`config.mk`:
```
export PLATFORM = sky130hd
export DESIGN_NAME = disco_light_sequencer
export DESIGN_NICKNAME = d
export VERILOG_FILES = /design/src/rtl/disco_pkg.sv /design/src/rtl/disco_beat_prescaler.sv /design/src/rtl/disco_light_sequencer.sv
export SDC_FILE = /design/constraint.sdc
export NUM_CORES = 1
export LEC_CHECK = 0
export ABC_AREA = 1
export BUFFER_PORTS_ARGS = -buffer_cell sky130_fd_sc_hd__buf_2
export CAP_MARGIN = 20
export CORE_MARGIN = 2
export CORE_UTILIZATION = 25
export DETAILED_ROUTE_END_ITERATION = 12
export GPL_TIMING_DRIVEN = 0
export PLACE_DENSITY = 0.37
export SLEW_MARGIN = 25
export SYNTH_ARGS = -nofsm -noshare
export SYNTH_HDL_FRONTEND = slang
export SYNTH_SLANG_ARGS = --single-unit
```
`constraint.sdc`:
```
create_clock -name clkDiscoMaster -period 3.15 [get_ports clkDiscoMaster]
set_clock_uncertainty 0.1 [all_clocks]
set_input_delay 0.4725 -clock clkDiscoMaster [delete_from_list [all_inputs] [get_ports clkDiscoMaster]]
set_output_delay 0.4725 -clock clkDiscoMaster [all_outputs]
set_load 0.05 [all_outputs]
```
`src/rtl/disco_pkg.sv`:
```
// Shared definitions for the disco light sequencer.
// Holds the pattern mode encoding and a one-hot rotate helper that works
// on any floor width up to DISCO_MAX_W bits.
package disco_pkg;

    typedef enum logic [1:0] {
        MODE_COUNT  = 2'd0,
        MODE_WAVE   = 2'd1,
        MODE_BOUNCE = 2'd2,
        MODE_BLINK  = 2'd3
    } mode_e;

    // Widest floor the rotate helper supports.
    localparam int unsigned DISCO_MAX_W = 64;
    localparam int unsigned DISCO_IDX_W = $clog2(DISCO_MAX_W);

    // Rotate the low 'width' bits of val left by amt; bits at and above width stay 0.
    function automatic logic [DISCO_MAX_W-1:0] disco_rotl(
        input logic [DISCO_MAX_W-1:0] val,
        input int unsigned            width,
        input int unsigned            amt
    );
        logic [DISCO_MAX_W-1:0] res;
        logic [DISCO_IDX_W-1:0] src;
        logic [DISCO_IDX_W-1:0] dst;
        res = '0;
        for (int unsigned i = 0; i < DISCO_MAX_W; i++) begin
            if (i < width) begin
                src      = DISCO_IDX_W'(i);
                dst      = DISCO_IDX_W'((i + amt) % width);
                res[dst] = val[src];
            end
        end
        return res;
    endfunction

endpackage

```
`src/rtl/disco_beat_prescaler.sv`:
```
// Beat prescaler: divides clkDiscoMaster by TICK_DIV and produces a
// single-cycle internal tick while the count sits at TICK_DIV-1.
// Ports:
//   clkDiscoMaster - clock
//   partyReset     - synchronous active-high reset, count returns to 0
//   hold           - freezes the count and suppresses the tick
//   tick           - combinational, high in the last cycle of each beat
module disco_beat_prescaler #(
    parameter int unsigned TICK_DIV = 75000
) (
    input  logic clkDiscoMaster,
    input  logic partyReset,
    input  logic hold,
    output logic tick
);

    localparam int unsigned CntW = (TICK_DIV > 2) ? $clog2(TICK_DIV) : 1;
    localparam logic [CntW-1:0] LastCnt = CntW'(TICK_DIV - 1);

    logic [CntW-1:0] cnt_q, cnt_d;

    always_comb begin
        tick  = !hold && (cnt_q == LastCnt);
        cnt_d = cnt_q;
        if (tick) begin
            cnt_d = '0;
        end else if (!hold) begin
            cnt_d = cnt_q + 1'b1;
        end
    end

    always_ff @(posedge clkDiscoMaster) begin
        if (partyReset) begin
            cnt_q <= '0;
        end else begin
            cnt_q <= cnt_d;
        end
    end

endmodule

```
`src/rtl/disco_light_sequencer.sv`:
```
// Disco light sequencer: drives NUM_FLOORS active-low LED floors from a
// shared beat prescaler with four patterns (count, wave, bounce, blink),
// a panic blank, a debounced secret-combo blink override and per-floor
// parity streaming.
// Ports:
//   clkDiscoMaster, partyReset       - clock, synchronous active-high reset
//   panicButton                      - level; blanks floors, freezes state
//   modeReq/modeReqValid/modeReqReady - pattern request handshake
//   secretSauceDials/Buttons         - secret combo inputs
//   danceFloor                       - active-low LEDs, floor k at [k*LED_WIDTH +: LED_WIDTH]
//   currentMode                      - pattern in effect
//   beatTick                         - one-cycle pulse per beat
//   secretActive                     - secret blink override in effect
//   mvbDiscoStrobe/mvbDiscoStream    - per-beat parity sample of each floor
module disco_light_sequencer
    import disco_pkg::*;
#(
    parameter int unsigned          LED_WIDTH   = 8,
    parameter int unsigned          NUM_FLOORS  = 2,
    parameter int unsigned          TICK_DIV    = 75000,
    parameter int unsigned          DIAL_WIDTH  = 12,
    parameter logic [DIAL_WIDTH-1:0] SECRET_CODE = 12'hACE,
    parameter int unsigned          SECRET_HOLD = 3
) (
    input  logic                            clkDiscoMaster,
    input  logic                            partyReset,
    input  logic                            panicButton,
    input  logic [1:0]                      modeReq,
    input  logic                            modeReqValid,
    output logic                            modeReqReady,
    input  logic [DIAL_WIDTH-1:0]           secretSauceDials,
    input  logic [1:0]                      secretSauceButtons,
    output logic [NUM_FLOORS*LED_WIDTH-1:0] danceFloor,
    output logic [1:0]                      currentMode,
    output logic                            beatTick,
    output logic                            secretActive,
    output logic                            mvbDiscoStrobe,
    output logic [NUM_FLOORS-1:0]           mvbDiscoStream
);

    localparam int unsigned FloorBits = NUM_FLOORS * LED_WIDTH;
    localparam int unsigned ComboW    = $clog2(SECRET_HOLD + 1);
    localparam logic [ComboW-1:0]    HoldVal = ComboW'(SECRET_HOLD);
    localparam logic [LED_WIDTH-1:0] TopPos  = LED_WIDTH'(LED_WIDTH - 1);

    logic tick;

    mode_e                 mode_q, mode_d;
    mode_e                 pend_mode_q, pend_mode_d;
    logic                  pend_valid_q, pend_valid_d;
    logic                  ready_q, ready_d;
    // Pattern state: count base, wave one-hot, bounce position or blink phase (bit 0).
    logic [LED_WIDTH-1:0]  pat_q, pat_d;
    logic                  dir_q, dir_d;  // bounce direction, 1 = moving down
    logic [ComboW-1:0]     combo_cnt_q, combo_cnt_d;
    logic                  secret_q, secret_d;
    logic                  sec_phase_q, sec_phase_d;
    logic [FloorBits-1:0]  disp_q, disp_d;  // active-high image last shown
    logic [FloorBits-1:0]  floor_q, floor_d;
    logic                  beat_q;
    logic [NUM_FLOORS-1:0] stream_q, stream_d;

    logic                  accept;
    logic                  apply;
    logic                  combo;
    logic [FloorBits-1:0]  pat_all;
    logic [NUM_FLOORS-1:0] parity;

    disco_beat_prescaler #(
        .TICK_DIV(TICK_DIV)
    ) u_prescaler (
        .clkDiscoMaster(clkDiscoMaster),
        .partyReset    (partyReset),
        .hold          (panicButton),
        .tick          (tick)
    );

    // Handshake, mode application and pattern state.
    always_comb begin
        accept       = modeReqValid && ready_q;
        // A request accepted in a tick cycle is not yet pending, so it waits a beat.
        apply        = tick && pend_valid_q;
        combo        = (secretSauceDials == SECRET_CODE) && (secretSauceButtons == 2'b11);

        mode_d       = mode_q;
        pend_mode_d  = pend_mode_q;
        pend_valid_d = pend_valid_q;
        ready_d      = ready_q;
        pat_d        = pat_q;
        dir_d        = dir_q;
        combo_cnt_d  = combo_cnt_q;
        secret_d     = secret_q;
        sec_phase_d  = sec_phase_q;

        if (accept) begin
            pend_mode_d  = mode_e'(modeReq);
            pend_valid_d = 1'b1;
            ready_d      = 1'b0;
        end

        if (apply) begin
            mode_d       = pend_mode_q;
            pend_valid_d = 1'b0;
            ready_d      = 1'b1;
            pat_d        = (pend_mode_q == MODE_WAVE) ? LED_WIDTH'(1) : '0;
            dir_d        = 1'b0;
        end else if (tick) begin
            unique case (mode_q)
                MODE_COUNT: pat_d = pat_q + 1'b1;
                MODE_WAVE:  pat_d = LED_WIDTH'(disco_rotl(DISCO_MAX_W'(pat_q), LED_WIDTH, 1));
                MODE_BOUNCE: begin
                    if (!dir_q) begin
                        pat_d = pat_q + 1'b1;
                        dir_d = (pat_d == TopPos);
                    end else begin
                        pat_d = pat_q - 1'b1;
                        dir_d = (pat_d != '0);
                    end
                end
                MODE_BLINK: pat_d = pat_q ^ LED_WIDTH'(1);
                default:    pat_d = pat_q;
            endcase
        end

        if (tick) begin
            if (!combo) begin
                combo_cnt_d = '0;
            end else if (combo_cnt_q != HoldVal) begin
                combo_cnt_d = combo_cnt_q + 1'b1;
            end
            secret_d    = (combo_cnt_d == HoldVal);
            // Override always opens on the all-on phase.
            sec_phase_d = secret_q ? !sec_phase_q : 1'b1;
        end
    end

    // Per-floor active-high pattern built from the next pattern state.
    for (genvar k = 0; k < NUM_FLOORS; k++) begin : g_floor
        localparam logic [LED_WIDTH-1:0] Offset = LED_WIDTH'(k);
        logic [LED_WIDTH-1:0] p;

        always_comb begin
            p = '0;
            unique case (mode_d)
                MODE_COUNT:  p = pat_d + Offset;
                MODE_WAVE:   p = LED_WIDTH'(disco_rotl(DISCO_MAX_W'(pat_d), LED_WIDTH, k));
                MODE_BOUNCE: p = LED_WIDTH'(1) << pat_d;
                MODE_BLINK:  p = {LED_WIDTH{pat_d[0]}};
                default:     p = '0;
            endcase
            if (secret_d) begin
                p = {LED_WIDTH{sec_phase_d}};
            end
        end

        assign pat_all[k*LED_WIDTH +: LED_WIDTH] = p;
        assign parity[k]                         = ^p;
    end

    // Display path: refresh on tick, blank under panic, restore on release.
    always_comb begin
        disp_d   = tick ? pat_all : disp_q;
        stream_d = tick ? parity : stream_q;
        floor_d  = panicButton ? '1 : ~disp_d;
    end

    always_ff @(posedge clkDiscoMaster) begin
        if (partyReset) begin
            mode_q       <= MODE_COUNT;
            pend_mode_q  <= MODE_COUNT;
            pend_valid_q <= 1'b0;
            ready_q      <= 1'b1;
            pat_q        <= '0;
            dir_q        <= 1'b0;
            combo_cnt_q  <= '0;
            secret_q     <= 1'b0;
            sec_phase_q  <= 1'b0;
            disp_q       <= '0;
            floor_q      <= '1;
            beat_q       <= 1'b0;
            stream_q     <= '0;
        end else begin
            mode_q       <= mode_d;
            pend_mode_q  <= pend_mode_d;
            pend_valid_q <= pend_valid_d;
            ready_q      <= ready_d;
            pat_q        <= pat_d;
            dir_q        <= dir_d;
            combo_cnt_q  <= combo_cnt_d;
            secret_q     <= secret_d;
            sec_phase_q  <= sec_phase_d;
            disp_q       <= disp_d;
            floor_q      <= floor_d;
            beat_q       <= tick;
            stream_q     <= stream_d;
        end
    end

    assign modeReqReady   = ready_q;
    assign currentMode    = mode_q;
    assign beatTick       = beat_q;
    // The tick is already suppressed under panic, so the strobe shares the beat pulse.
    assign mvbDiscoStrobe = beat_q;
    assign secretActive   = secret_q;
    assign mvbDiscoStream = stream_q;
    assign danceFloor     = floor_q;

endmodule

```
After elaboration in Yosys (flattened, before gate mapping)
Index checks and enable logic that the tools add are counted.
{"block": "classes", "add_sub_neg": 5, "n_bitwise": 2, "n_shift": 1, "n_mux": 18, "reduce_logical": 16, "eq_ne": 13}
{"cell": "one-hot mux 8 bit (4 select lines)", "count": 2}
{"cell": "two-way mux 8 bit", "count": 5}
{"cell": "one-hot mux 8 bit (3 select lines)", "count": 1}
{"cell": "adder 17 x 1 -> 17 bit (second input constant)", "count": 1}
{"cell": "equality test 17 bit (second input constant)", "count": 1}
{"cell": "adder 8 x 1 -> 8 bit (second input constant)", "count": 2}
{"cell": "two-way mux 16 bit", "count": 1}
{"cell": "inverter 16 bit", "count": 1}
{"cell": "parity 8 bit", "count": 2}
{"cell": "equality test 12 bit (second input constant)", "count": 1}
{"cell": "equality test 2 bit (second input constant)", "count": 6}
{"cell": "equality test 8 x 3 -> 1 bit (second input constant)", "count": 1}
{"cell": "two-way mux 2 bit", "count": 4}
{"cell": "nonzero test 8 bit", "count": 1}
{"cell": "OR reduction 2 bit", "count": 4}
{"cell": "<< shifter 1 x 8 -> 8 bit (first input constant)", "count": 1}
{"cell": "subtractor 8 x 1 -> 8 bit (second input constant)", "count": 1}
{"cell": "equality test 2 x 1 -> 1 bit (second input constant)", "count": 3}
{"cell": "two-way mux 1 bit", "count": 5}
{"cell": "logical AND 1 bit", "count": 4}
{"cell": "zero test 2 bit", "count": 2}
{"cell": "adder 2 x 1 -> 2 bit (second input constant)", "count": 1}
{"cell": "zero test 1 bit", "count": 2}
{"cell": "!= test 2 bit (second input constant)", "count": 1}
{"cell": "other kinds (2)", "count": 2}
{"block": "totals", "inputBits": 20, "output_inout_bits": 24, "ff_bits": 71, "wordCells": 69}

Logic depth before layout (Yosys ltp)
Gate-level depths: netlist of the first run.
{"block": "depth", "word_depth": 10, "mapped_depth": 26, "depth_no_buf": 25}

By module
From an unflattened synthesis of the first run, not the netlist that was laid out.
{"block": "hier_totals", "hier_cells": 733, "hier_area_um2": 4486.8}
{"module": "disco_light_sequencer", "cells_each": 596, "seq_area_each_um2": 1081.0, "instances": 1, "area_each_um2": 3555.9}
{"module": "disco_beat_prescaler", "cells_each": 137, "seq_area_each_um2": 340.3, "instances": 1, "area_each_um2": 930.9}

Least setup slack after synthesis of the first run
Ideal clock, no wire load.
{"block": "synth_path", "path_kind": "reg2reg", "start": "register mode_q[1] (netlist: currentMode[1])", "end": "register stream_q[1] (netlist: mvbDiscoStream[1])", "path_stages_with_launch": 23, "required_time_ns": 2.937, "setup_slack_ns": 0.235, "synth_period_minus_slack_ns": 2.915, "arrival_time_ns": 2.702, "n_path_buf": 1, "setup_time_ns": 0.113, "cell_sequence": "dfxtp_1 -> buf_2 -> inv_2 -> nor2_4 -> nand3_1 -> a21oi_1 -> nand3_1 -> nand2_2 -> ha_1 -> nand2_1 -> nor2_1 -> xor2_1 -> a21oi_1 -> nand2_1 -> nand2_1 -> nand2_1 -> nand2_1 -> nand2_1 -> nand2_1 -> inv_1 -> nand2_1 -> nand3_1 -> nand2_1"}
{"block": "synth_between", "elab_chain_len": 8, "elab_cells_between_ends": 17, "classes_between": "1 x add/sub; 6 x eq/ne; 1 x shift; 6 x mux; 3 x reduce/logical"}
{"item": "from (decl)", "line_no": "disco_light_sequencer.sv:48", "rtl": "mode_e mode_q, mode_d;"}
{"item": "from (signal assigned)", "line_no": "disco_light_sequencer.sv:183", "rtl": "mode_q <= mode_d;"}
{"item": "equality test 2 bit, or another cell as far along", "line_no": "disco_light_sequencer.sv:108", "rtl": "unique case (mode_q)"}
{"item": "one-hot mux 8 bit (4 select lines) (*)", "line_no": "disco_light_sequencer.sv:108"}
{"item": "two-way mux 8 bit (*)", "line_no": "disco_light_sequencer.sv:107", "rtl": "end else if (tick) begin"}
{"item": "two-way mux 8 bit (*)", "line_no": "disco_light_sequencer.sv:101", "rtl": "if (apply) begin"}
{"item": "named net pat_d[1]", "line_no": "disco_light_sequencer.sv:53", "rtl": "logic [LED_WIDTH-1:0] pat_q, pat_d;"}
{"item": "adder 8 x 1 -> 8 bit or << shifter 1 x 8 -> 8 bit (tied branches)", "line_no": "disco_light_sequencer.sv:145, disco_light_sequencer.sv:147"}
{"item": "one-hot mux 8 bit (4 select lines) (*)", "line_no": "disco_light_sequencer.sv:144", "rtl": "unique case (mode_d)"}
{"item": "two-way mux 8 bit (*)", "line_no": "disco_light_sequencer.sv:151", "rtl": "if (secret_d) begin"}
{"item": "parity 8 bit (*)", "line_no": "disco_light_sequencer.sv:157", "rtl": "assign parity[k] = ^p;"}
{"item": "to (signal assigned)", "line_no": "disco_light_sequencer.sv:195", "rtl": "stream_q <= stream_d;"}
{"item": "to (decl)", "line_no": "disco_light_sequencer.sv:61", "rtl": "logic [NUM_FLOORS-1:0] stream_q, stream_d;"}
Mark *: on every way through the listed nets, which the timed path passes. The rest lies on a longest branch.
A chain may end at the register's enable or synchronous reset.

Worst setup path after layout of the first run
{"block": "layout_path", "start": "register pat_q[0]", "end": "register stream_q[1] (netlist: mvbDiscoStream[1])"}
{"block": "layout_between", "elab_chain_len": 9, "elab_cells_between_ends": 12, "classes_between": "3 x add/sub; 1 x shift; 6 x mux; 1 x bitwise; 1 x reduce/logical"}
{"item": "from (decl)", "line_no": "disco_light_sequencer.sv:53"}
{"item": "from (signal assigned)", "line_no": "disco_light_sequencer.sv:187", "rtl": "pat_q <= pat_d;"}
{"item": "adder 8 x 1 -> 8 bit or subtractor 8 x 1 -> 8 bit (tied branches)", "line_no": "disco_light_sequencer.sv:109, disco_light_sequencer.sv:113, disco_light_sequencer.sv:116"}
{"item": "two-way mux 8 bit", "line_no": "disco_light_sequencer.sv:112", "rtl": "if (!dir_q) begin"}
{"item": "one-hot mux 8 bit (4 select lines) (*)", "line_no": "disco_light_sequencer.sv:108"}
{"item": "two-way mux 8 bit (*)", "line_no": "disco_light_sequencer.sv:107"}
{"item": "two-way mux 8 bit (*)", "line_no": "disco_light_sequencer.sv:101"}
{"item": "named net pat_d[1]", "line_no": "disco_light_sequencer.sv:53"}
{"item": "adder 8 x 1 -> 8 bit or << shifter 1 x 8 -> 8 bit (tied branches)", "line_no": "disco_light_sequencer.sv:145, disco_light_sequencer.sv:147"}
{"item": "one-hot mux 8 bit (4 select lines) (*)", "line_no": "disco_light_sequencer.sv:144"}
{"item": "two-way mux 8 bit (*)", "line_no": "disco_light_sequencer.sv:151"}
{"item": "parity 8 bit (*)", "line_no": "disco_light_sequencer.sv:157"}
Marked as above.

==> results of run 1 <==
[sequential cells by signal (all words and copies together) (netlist names), 2 cells and up]
signal	count
u_prescaler.cnt_q	17
combo_cnt_q	2
pend_mode_q	2
pat_q	8
currentMode	2
mvbDiscoStream	2
danceFloor	16
disp_q	16
[power breakdown]
part / internal [W] / total (W) / switching [W] / leakage (nW)
Combinational: 0.0000189 / 0.0000583 / 0.0000394 / 1.78
Clock: 0.000703 / 0.00114 / 0.000435 / 0.157
Sequential: 0.000902 / 0.000908 / 0.00000625 / 0.577
[area by class of cell]
type | instances | area [µm²] | share of cell area, %
multi-input combinational | 548 | 2760 | 48.7
buffer | 17 | 105 | 1.86
sequential | 71 | 1440 | 25.4
inverter | 91 | 348 | 6.14
timing repair buffer | 65 | 405 | 7.16
clock buffer | 9 | 225 | 3.98
tap | 225 | 282 | 4.97
clock inverter | 7 | 103 | 1.81
[cell families after synthesis]
logic type,after synthesis,synth area share [%]
xor+xnor,3,0.588
compound gates,73,8.98
fa+ha+maj,6,1.68
flops,71,31.8
buf+inv,108,9.79
simple gates,466,47.2
[metrics by stage]
step / cells / setup WS (ps) / TNS [ps] / util (%) / instance area (µm²)
2_1_floorplan: 727 / 235 / 0 / - / 4470
3_3_place_gp: 994 / -524 / -3010 / 28.5 / 4960
3_5_place_dp: 994 / -543 / -3140 / 28.5 / 4960
4_1_cts: 1015 / 19.8 / 0 / 30.8 / 5360
5_1_grt: 1033 / -29.2 / -43.8 / 32.5 / 5670
6_report: 1033 / 195 / 0 / 32.5 / 5670
[cell usage after synthesis, drive strengths merged]
library cell	n	share of area [%]
or2	3	0.42
inv	88	7.4
o32ai	1	0.20
ha	6	1.7
nor2	115	12
clkbuf	8	0.73
dfxtp	71	32
xnor2	1	0.20
xor2	2	0.39
nor4	3	0.42
buf	9	1.4
or4	1	0.17
a21oi	32	3.8
nor3	11	1.5
and2	5	0.76
clkinv	3	0.25
o21a	1	0.17
nand2	236	21
nand4	17	2.5
nor3b	3	0.50
nand3	72	8.6
o21ai	39	4.8
[worst min-delay path by stage]
stage                                         startpoint                              to  slack [ps]
after floorplan                    disp_q[11]$_SDFF_PP0_           disp_q[11]$_SDFF_PP0_         340
after global placement    mvbDiscoStream[0]$_SDFFE_PP0P_  mvbDiscoStream[0]$_SDFFE_PP0P_         350
final                                         modeReq[0]     pend_mode_q[0]$_SDFFE_PP0P_         300
after global routing                          modeReq[0]     pend_mode_q[0]$_SDFFE_PP0P_         300
after detailed placement  mvbDiscoStream[0]$_SDFFE_PP0P_  mvbDiscoStream[0]$_SDFFE_PP0P_         340
after CTS                                     modeReq[0]     pend_mode_q[0]$_SDFFE_PP0P_         290
[worst register-to-register path: cells and delay by family (launching register included)]
kind,cells,cell delay [ps]
AO/OA/AOI/OAI,2,280
XOR/XNOR,1,160
adder cells (fa/ha/maj),2,470
buffers and inverters,2,190
flip-flops,1,400
AND/OR/NAND/NOR,15,1250
[timing repair]
item,4_1_cts,5_1_grt
gates resized for setup,9,50
setup endpoints to repair,19,14
hold buffers,0,0
endpoints found under the hold margin,0,0
setup buffers,5,17
pin swaps,1,24
gates cloned,0,1
[per-layer routing]
metal / track usage (%) / part of all wire (%) / up-vias
li1: - / - / 2460
met1: 20.2 / 48 / 2113
met5: 0 / 0 / -
met2: 25.4 / 47 / 74
met3: 3.02 / 3.5 / 15
met4: 4.99 / 1.3 / 0
==> flow_summary_export.csv, run 1 <==
group,metric,value,unit
outcome,status,"completed",
timing,slew_headroom,49.3,%
finish,diodes,0,
global_route,grt_antenna_before_repair,0,
synth,avgSynthCellArea,6.15,µm²
synth,synth-seq-cells,71,
placement,io_buffer_count,42,
finish,final_common_cell,"nand2_1",
routing,routed_wl,13.8,mm
worst_setup_path,crit_buf_inv,2,
finish,final_net_count,829,
routing,dr.pass1.iters,5,
clock_tree,clock-sinks,71,
finish,n_fill_cell,1952,
worst_setup_path,rr_worst_depth,22,
worst_hold_path,hold_class,"input pin to flop",
placement,detailed_place_hpwl,10.5,mm
routing,post_drt_wl_per_cell,13.4,µm
finish,final_cell_mix,"nand2_1, nor2_1, inv_1",
worst_setup_path,critPathMaxFanout,5,
clock_tree,cts_tree,"done",
timing,max_freq,338,MHz
global_route,track_usage,15.4,%
timing,setup_viol,0,
worst_setup_path,crit_start,"pat_q[0]$_SDFF_PP0_",
die,initial_core_util,25.7,%
finish,syn2layout_area_growth,26.7,%
worst_setup_path,critical_path_class,"flop to flop",
synth,ys.warnings.count,0,
clock_tree,clkTransAtPathRegs,60,ps
routing,route.detailed.drc,0,
die,fp.dieArea,19000,µm²
global_route,overflow,0,
clock_tree,cts_inserted_buffers,9,
pwr,total_power,0.00210,W
placement,gp_congestion,0.832,
die,die_w,138,µm
timing,hold_violations,0,
global_route,grt_max_degree,15,
timing,whs,298,ps
worst_setup_path,path_common_cell,"nand2_1",
die,core-area,17400,µm²
worst_setup_path,critPathLaunchType,"flop",
worst_setup_path,r2r_end,"mvbDiscoStream[1]$_SDFFE_PP0P_",
worst_setup_path,reg2reg_slack,190,ps
worst_setup_path,required,3290,ps
worst_setup_path,max_stage_delay,400,ps
worst_setup_path,crit_family,"simple AND/OR/NAND/NOR gates",
pwr,peakVddDrop,0.222,mV
routing,viasPerCell,4.51,
clock_tree,cts.htree.levels,3,
die,rows,48,
timing,fin_crit_sh,93.8,%
timing,final_max_slew_viol_count,0,
worst_setup_path,arrival,3100,ps
synth,synthesis.nets,753,
worst_setup_path,end_kind,"flop",
timing,worstMarginPinSlew,758,ps
synth,syn_area,4470,µm²
timing,min_period,2960,ps
clock_tree,worstSkewPairLatency,350,ps
clock_tree,cts-root-buf,"clkbuf_16",
routing,ant_nets,0,
worst_setup_path,worst_path_max_delay_cell,"dfxtp_4",
worst_setup_path,setup.worst_path.end,"mvbDiscoStream[1]$_SDFFE_PP0P_",
finish,drive_gt1_share,22.8,%
global_route,grt_pass1_wl,22.4,mm
routing,vias,4662,
pwr,powerDensity,371,nW/µm²
routing,drt_iter0_markers,255,
die,boundaryPins,44,
clock_tree,clk_path_buf_depth,2,
global_route,grt_pass1_vias,4513,
worst_hold_path,hold_depth,3,
synth,synth.distinct_cells,39,
worst_setup_path,crit_chain,"clkinvlp_4 > ha_4 > or2_2 > nand3_1 > a21oi_2 > nand3_2 > nand2_4 > ha_2 > nand2_2 > nor2_4 > xor2_1 > a21oi_1 > nand2_1 > nand2_1 > nand2_1 > nand2_1 > nand2_1 > nand2_1 > inv_1 > nand2_1 > nand3_1 > nand2_1",
die,dieHeight,138,µm
worst_setup_path,rr_startpoint,"pat_q[0]$_SDFF_PP0_",
synth,synth_cells,727,
pwr,leakage,2.52,nW
synth,synth-seq-area-share,31.8,%
run,drv_cap,0,
worst_setup_path,path_depth,22,
No activity file was read; power rests on OpenSTA's default activity.
==> run 2, diff against run 1 <==
Settings changed: BUFFER_PORTS_ARGS -buffer_cell sky130_fd_sc_hd__buf_2 to -buffer_cell sky130_fd_sc_hd__buf_4.
==> run 2 against run 1 <==
Routed wire length grew 0.47%. Sequential power about the same. Clock-buffer cell count unchanged. Cell count shrank 0.39%. Clock power fell by 9%. Worst hold slack improved by 20 ps. Combinational power grew 11%. Utilization grew 0.065 points. Largest cell class unchanged. Largest power group unchanged.
==> flow_summary_export.csv, run 2 (synthesized netlist as in run 1, its figures left out) <==
group,metric,value,unit
routing,routed_wl,13.9,mm
timing,slew_headroom,49.9,%
timing,hold_violations,0,
placement,io_buffer_count,42,
pwr,p_int,0.00154,W
worst_setup_path,end_kind,"flop",
global_route,overflow,0,
global_route,grt_max_degree,14,
pwr,leakage,2.52,nW
pwr,pwr-share-seq,45.2,%
timing,min_period,2950,ps
routing,viasPerCell,4.49,
pwr,total_power,0.00201,W
finish,final_common_cell,"nand2_1",
routing,vias,4624,
worst_setup_path,critPathMaxFanout,9,
global_route,grt_pass1_vias,4436,
timing,final_max_slew_viol_count,0,
routing,post_drt_wl_per_cell,13.5,µm
outcome,status,"completed",
placement,dp.cells,994,
worst_setup_path,arrival,3090,ps
clock_tree,clk_path_buf_depth,2,
clock_tree,cts_tree,"done",
placement,detailed_place_hpwl,10.6,mm
finish,top_register,"u_prescaler.cnt_q",
timing,fin_tns_setup,0,ps
pwr,power_frac_comb,3.2,%
timing,setup_viol,0,
die,die_w,138,µm
finish,syn2layout_area_growth,26.9,%
die,fp.dieArea,19000,µm²
finish,diodes,0,
routing,drt_iter0_markers,321,
die,rows,48,
clock_tree,clkTransAtPathRegs,60,ps
clock_tree,cts-root-buf,"clkbuf_16",
pwr,peakVddDrop,0.217,mV
placement,gp_congestion,0.851,
clock_tree,clock-sinks,71,
die,initial_core_util,25.7,%
placement,post-place-ws,-485,ps
clock_tree,cts_hold_buf,0,
finish,final_cell_mix,"nand2_1, nor2_1, inv_1",
finish,drive_gt1_share,22.3,%
clock_tree,cts_inserted_buffers,9,
timing,worstMarginPinSlew,749,ps
worst_hold_path,hold_class,"input pin to flop",
finish,final_net_count,825,
global_route,grt_pass1_wl,22.5,mm
finish,final_area,5680,µm²
placement,dpl-instance-area,5070,µm²
pwr,powerDensity,354,nW/µm²
worst_setup_path,critical_path_class,"flop to flop",
timing,max_freq,339,MHz
finish,fin_cells,1029,
die,core-area,17400,µm²
run,drv_cap,0,
global_route,grt_antenna_before_repair,0,
timing,fin_ws,204,ps
pwr,p_sw_share,23.3,%
pwr,switchingPower,0.000469,W
clock_tree,worstSkewPairLatency,350,ps
routing,ant_nets,0,
global_route,track_usage,15.5,%
finish,largest_reg_flops,17,
clock_tree,cts.htree.levels,3,
pwr,p_clk_share,51.6,%
worst_setup_path,required,3290,ps
finish,n_fill_cell,1954,
die,dieHeight,138,µm
die,boundaryPins,44,
routing,dr.pass1.iters,4,
worst_setup_path,critPathLaunchType,"flop",
routing,route.detailed.drc,0,
timing,fin_crit_sh,93.5,%
-- run 2: cell types whose count changed in the layout (fill, tap and decap cells not counted), sizes merged --
cell / previous run / this run
inv: 90 / 88
bufinv: 2 / 1
clkinv: 4 / 6
clkinvlp: 2 / 3
clkbuf: 20 / 17
buf: 71 / 70
-- run 2: layer usage --
| layer | share of wire [%] | vias up | track usage (%) | routed length (µm) |
|---|---|---|---|---|
| met5 | 0 | - | 0 | 0 |
| met4 | 1.9 | 0 | 5.61 | 259 |
| met3 | 4.1 | 20 | 3.02 | 571 |
| met2 | 46 | 85 | 25.2 | 6360 |
| met1 | 48 | 2069 | 20.4 | 6720 |
| li1 | - | 2450 | - | - |
-- run 2: metrics by stage --
stage	hold slack [ps]	util [%]
floorplan	337	-
global placement	356	29.1
detailed placement	353	29.1
CTS	309	31.3
global route	333	32.6
finish	318	32.6
-- run 2: timing repair --
item | 4_1_cts | 5_1_grt
buffers inserted | 8 | 11
pin swaps | 2 | 17
gates resized for setup | 9 | 42
setup endpoints to repair | 15 | 11
-- run 2: final cells by class --
cell class / instances / area, µm² / area share (%)
multi-input cells: 548 / 2760 / 48.6
flip-flops and latches: 71 / 1430 / 25.2
repair buffers: 61 / 458 / 8.07
inverters: 91 / 348 / 6.13
well taps: 225 / 282 / 4.96
clock buffers: 9 / 225 / 3.97
plain buffers: 17 / 103 / 1.81
clock inverters: 7 / 72.6 / 1.28
-- run 2: worst max-delay path: stages (launching register included) --
cell	delay, ps
dfxtp_1	310
clkbuf_4	200
inv_4	150
nor2_4	60
buf_4	140
buf_4	150
nand3_1	90
nand2_1	110
a21oi_4	230
nand3_1	100
nor2_1	190
nand4_1	190
nand2_1	170
inv_1	50
o21ai_1	150
inv_1	50
nand2_1	70
nand2_1	50
nand2_1	50
nand2_1	110
nand2_1	80
nand2_1	50
-- run 2: power groups by stage --
stage                     Sequential [W]  Clock, W  Combinational (W)
after floorplan                 0.000932         0          0.0000272
after global placement          0.000929         0          0.0000643
after detailed placement        0.000929         0          0.0000653
after CTS                       0.000907   0.00108          0.0000655
after global routing            0.000909   0.00111          0.0000729
final                           0.000909   0.00104          0.0000645
-- run 2: worst paths after layout --
check             slack, ps  cells after the start                        endpoint                       from
hold / removal          320                      3     pend_mode_q[0]$_SDFFE_PP0P_                 modeReq[0]
setup / recovery        200                     21  mvbDiscoStream[0]$_SDFFE_PP0P_  currentMode[1]$_SDFF_PP0_
setup reg to reg        200                     21  mvbDiscoStream[0]$_SDFFE_PP0P_  currentMode[1]$_SDFF_PP0_
hold reg to reg         370                      2           disp_q[10]$_SDFF_PP0_      disp_q[10]$_SDFF_PP0_
==> run 3, diff against run 2 <==
Settings changed: ABC_AREA 1 to default, GPL_ROUTABILITY_DRIVEN from default to 0, SKIP_CTS_REPAIR_TIMING from default to 1.
==> run 3 against run 2 <==
The flow now finishes with violations (setup timing). Synthesized cell count down 30%. Critical path depth down 7. Synthesized area down 5.0%. Global-route usage up 0.089 points. Via count down 8.8%.
==> flow_summary_export.csv, run 3 <==
group,metric,value,unit
placement,dp.cells,773,
synth,synth_edf_count,0,
timing,final_max_slew_viol_count,0,
finish,top_register,"u_prescaler.cnt_q",
finish,final_area,5930,µm²
routing,routed_wl,14.6,mm
finish,diodes,0,
synth,yosys-top-cells-area,"dfxtp_1, nor2_1, xor2_1, nand2b_1, nand2_1",
finish,final_net_count,622,
placement,dpl-instance-area,4910,µm²
pwr,powerDensity,323,nW/µm²
synth,avgSynthCellArea,8.33,µm²
timing,min_period,3690,ps
pwr,leakage,2.27,nW
finish,final_common_cell,"buf_4",
worst_setup_path,crit_family,"compound AO/OA/AOI/OAI gates",
synth,synth-seq-area-share,33.5,%
synth,ys_async_sr_fraction,0,%
finish,largest_reg_flops,17,
pwr,peakVddDrop,0.218,mV
global_route,grt_antenna_before_repair,0,
synth,synth-seq-cells,71,
finish,fin_cells,820,
synth,ys.warnings.count,0,
worst_setup_path,critPathMaxFanout,6,
routing,drt_iter0_markers,251,
die,boundaryPins,44,
global_route,overflow,0,
worst_setup_path,crit_buf_inv,2,
timing,worstMarginPinSlew,684,ps
synth,synth_most_common_cell,"dfxtp_1",
synth,synth_cells,510,
worst_setup_path,worst_path_max_delay_cell,"nor4b_4",
die,rows,47,
routing,post_drt_wl_per_cell,17.8,µm
finish,final_cell_mix,"buf_4, dfxtp_1, nor2_1",
routing,route.detailed.drc,0,
clock_tree,worstSkewPairLatency,350,ps
worst_setup_path,required,3280,ps
finish,syn2layout_area_growth,39.7,%
clock_tree,cts-root-buf,"clkbuf_16",
placement,detailed_place_hpwl,10.1,mm
outcome,status,"finished, violations left",
timing,grt_setup_unrepaired,"true",
die,dieHeight,134,µm
timing,fin_crit_sh,117,%
placement,io_buffer_count,43,
global_route,grt_max_degree,13,
die,initial_core_util,25.6,%
timing,max_freq,271,MHz
global_route,grt_pass1_wl,21.9,mm
run,drv_cap,0,
synth,ys_top_cells_by_count,"dfxtp_1, nor2_1, nand2_1, a21oi_1, nand2b_1",
outcome,violations,"setup timing",
timing,setup_viol,10,
clock_tree,clkTransAtPathRegs,60,ps
routing,ant_nets,0,
clock_tree,cts.htree.levels,3,
routing,dr.pass1.iters,5,
timing,hold_violations,0,
worst_setup_path,critPathLaunchType,"flop",
worst_setup_path,max_stage_delay,430,ps
timing,fin_ws,-543,ps
synth,synthesis.nets,536,
synth,ys.flop_type,"dfxtp_1",
die,core-area,16600,µm²
worst_setup_path,critical_path_class,"flop to flop",
worst_setup_path,arrival,3830,ps
routing,vias,4218,
synth,yosysTopAreaCell,"dfxtp_1",
worst_hold_path,hold_class,"input pin to flop",
global_route,grt_pass1_vias,3919,
global_route,track_usage,15.6,%
clock_tree,cts_tree,"done",
timing,slew_headroom,54.4,%
die,die_w,134,µm
clock_tree,cts_inserted_buffers,9,
worst_setup_path,crit_chain,"buf_8 > buf_12 > nor4b_4 > o2bb2ai_2 > o311ai_1 > a2bb2oi_2 > o311a_4 > nand3_2 > or3_4 > a311o_1 > xnor3_1 > nand3_1 > a21oi_2 > nor3b_2",
synth,synth.distinct_cells,77,
finish,drive_gt1_share,34.8,%
worst_setup_path,end_kind,"flop",
die,fp.dieArea,18000,µm²
routing,viasPerCell,5.14,
placement,post-place-ws,-1210,ps
synth,yosysTopAreaCellShare,33.5,%
synth,syn_area,4250,µm²
clock_tree,clk_path_buf_depth,2,
clock_tree,clock-sinks,71,
## run 3: routing by layer
metal  GRT usage, %  vias up  routed length, µm  share of wire, %
li1               -     2042                  -                 -
met1           22.2     2050               7220                49
met2           23.2      107               6490                44
met3           2.83       19                621               4.3
met4           6.08        0                263               1.8
met5              0        -                  0                 0
## run 3: cells by family after synthesis
| kind of cell | count (synthesis) | share of synthesized area, % |
|---|---|---|
| adder cells (fa/ha/maj) | 6 | 1.77 |
| buffers and inverters | 49 | 5.27 |
| multiplexers | 15 | 3.95 |
| AO/OA/AOI/OAI | 113 | 19.7 |
| AND/OR/NAND/NOR | 228 | 29.8 |
| flip-flops | 71 | 33.5 |
| XOR/XNOR | 28 | 6.10 |
## run 3: final cells by class
class / count / area [µm²]
Clock inverter: 6 / 36.3
Sequential cell: 71 / 1450
Tap cell: 220 / 275
Clock buffer: 9 / 225
Multi-Input combinational cell: 390 / 3040
Fill cell: 1782 / 10600
Inverter: 14 / 65.1
Timing Repair Buffer: 76 / 604
Buffer: 34 / 241
## run 3: path summary, 6_finish.rpt
kind                                                startpoint                              to  slack, ps  cells past startpoint
worst max register to register             pat_q[0]$_SDFF_PP0_  mvbDiscoStream[1]$_SDFFE_PP0P_       -540                     14
worst min-delay path                              modeReqValid       modeReqReady$_SDFFE_PP1P_        240                      2
worst min register to register  mvbDiscoStream[0]$_SDFFE_PP0P_  mvbDiscoStream[0]$_SDFFE_PP0P_        380                      2
worst max-delay path                       pat_q[0]$_SDFF_PP0_  mvbDiscoStream[1]$_SDFFE_PP0P_       -540                     14
## run 3: through the flow
| step | hold slack, ps | power, W | TNS [ps] | util [%] |
|---|---|---|---|---|
| global route | 248 | 0.00200 | -3660 | 35.8 |
| finish | 237 | 0.00192 | -1880 | 35.8 |
| CTS | 232 | 0.00196 | -14470 | 31.2 |
| global placement | 369 | 0.00100 | -15690 | 29.6 |
| floorplan | 350 | 0.000965 | -300 | - |
| detailed placement | 366 | 0.00100 | -14020 | 29.6 |
## run 3: report_power, final
| part | switching [W] | leakage [nW] | internal [W] |
|---|---|---|---|
| logic | 0.0000438 | 1.56 | 0.0000335 |
| registers | 0.00000869 | 0.580 | 0.000901 |
| clock network | 0.000408 | 0.131 | 0.000525 |
## run 3: worst reg2reg max path, delay by kind of cell, from the launching register on
family	cells	cell delay (ps)
and+or+nand+nor	5	1160
buffers and inverters	2	250
DFF	1	360
xor gates and xnor gates	1	300
AOI/OAI and AO/OA	6	1420
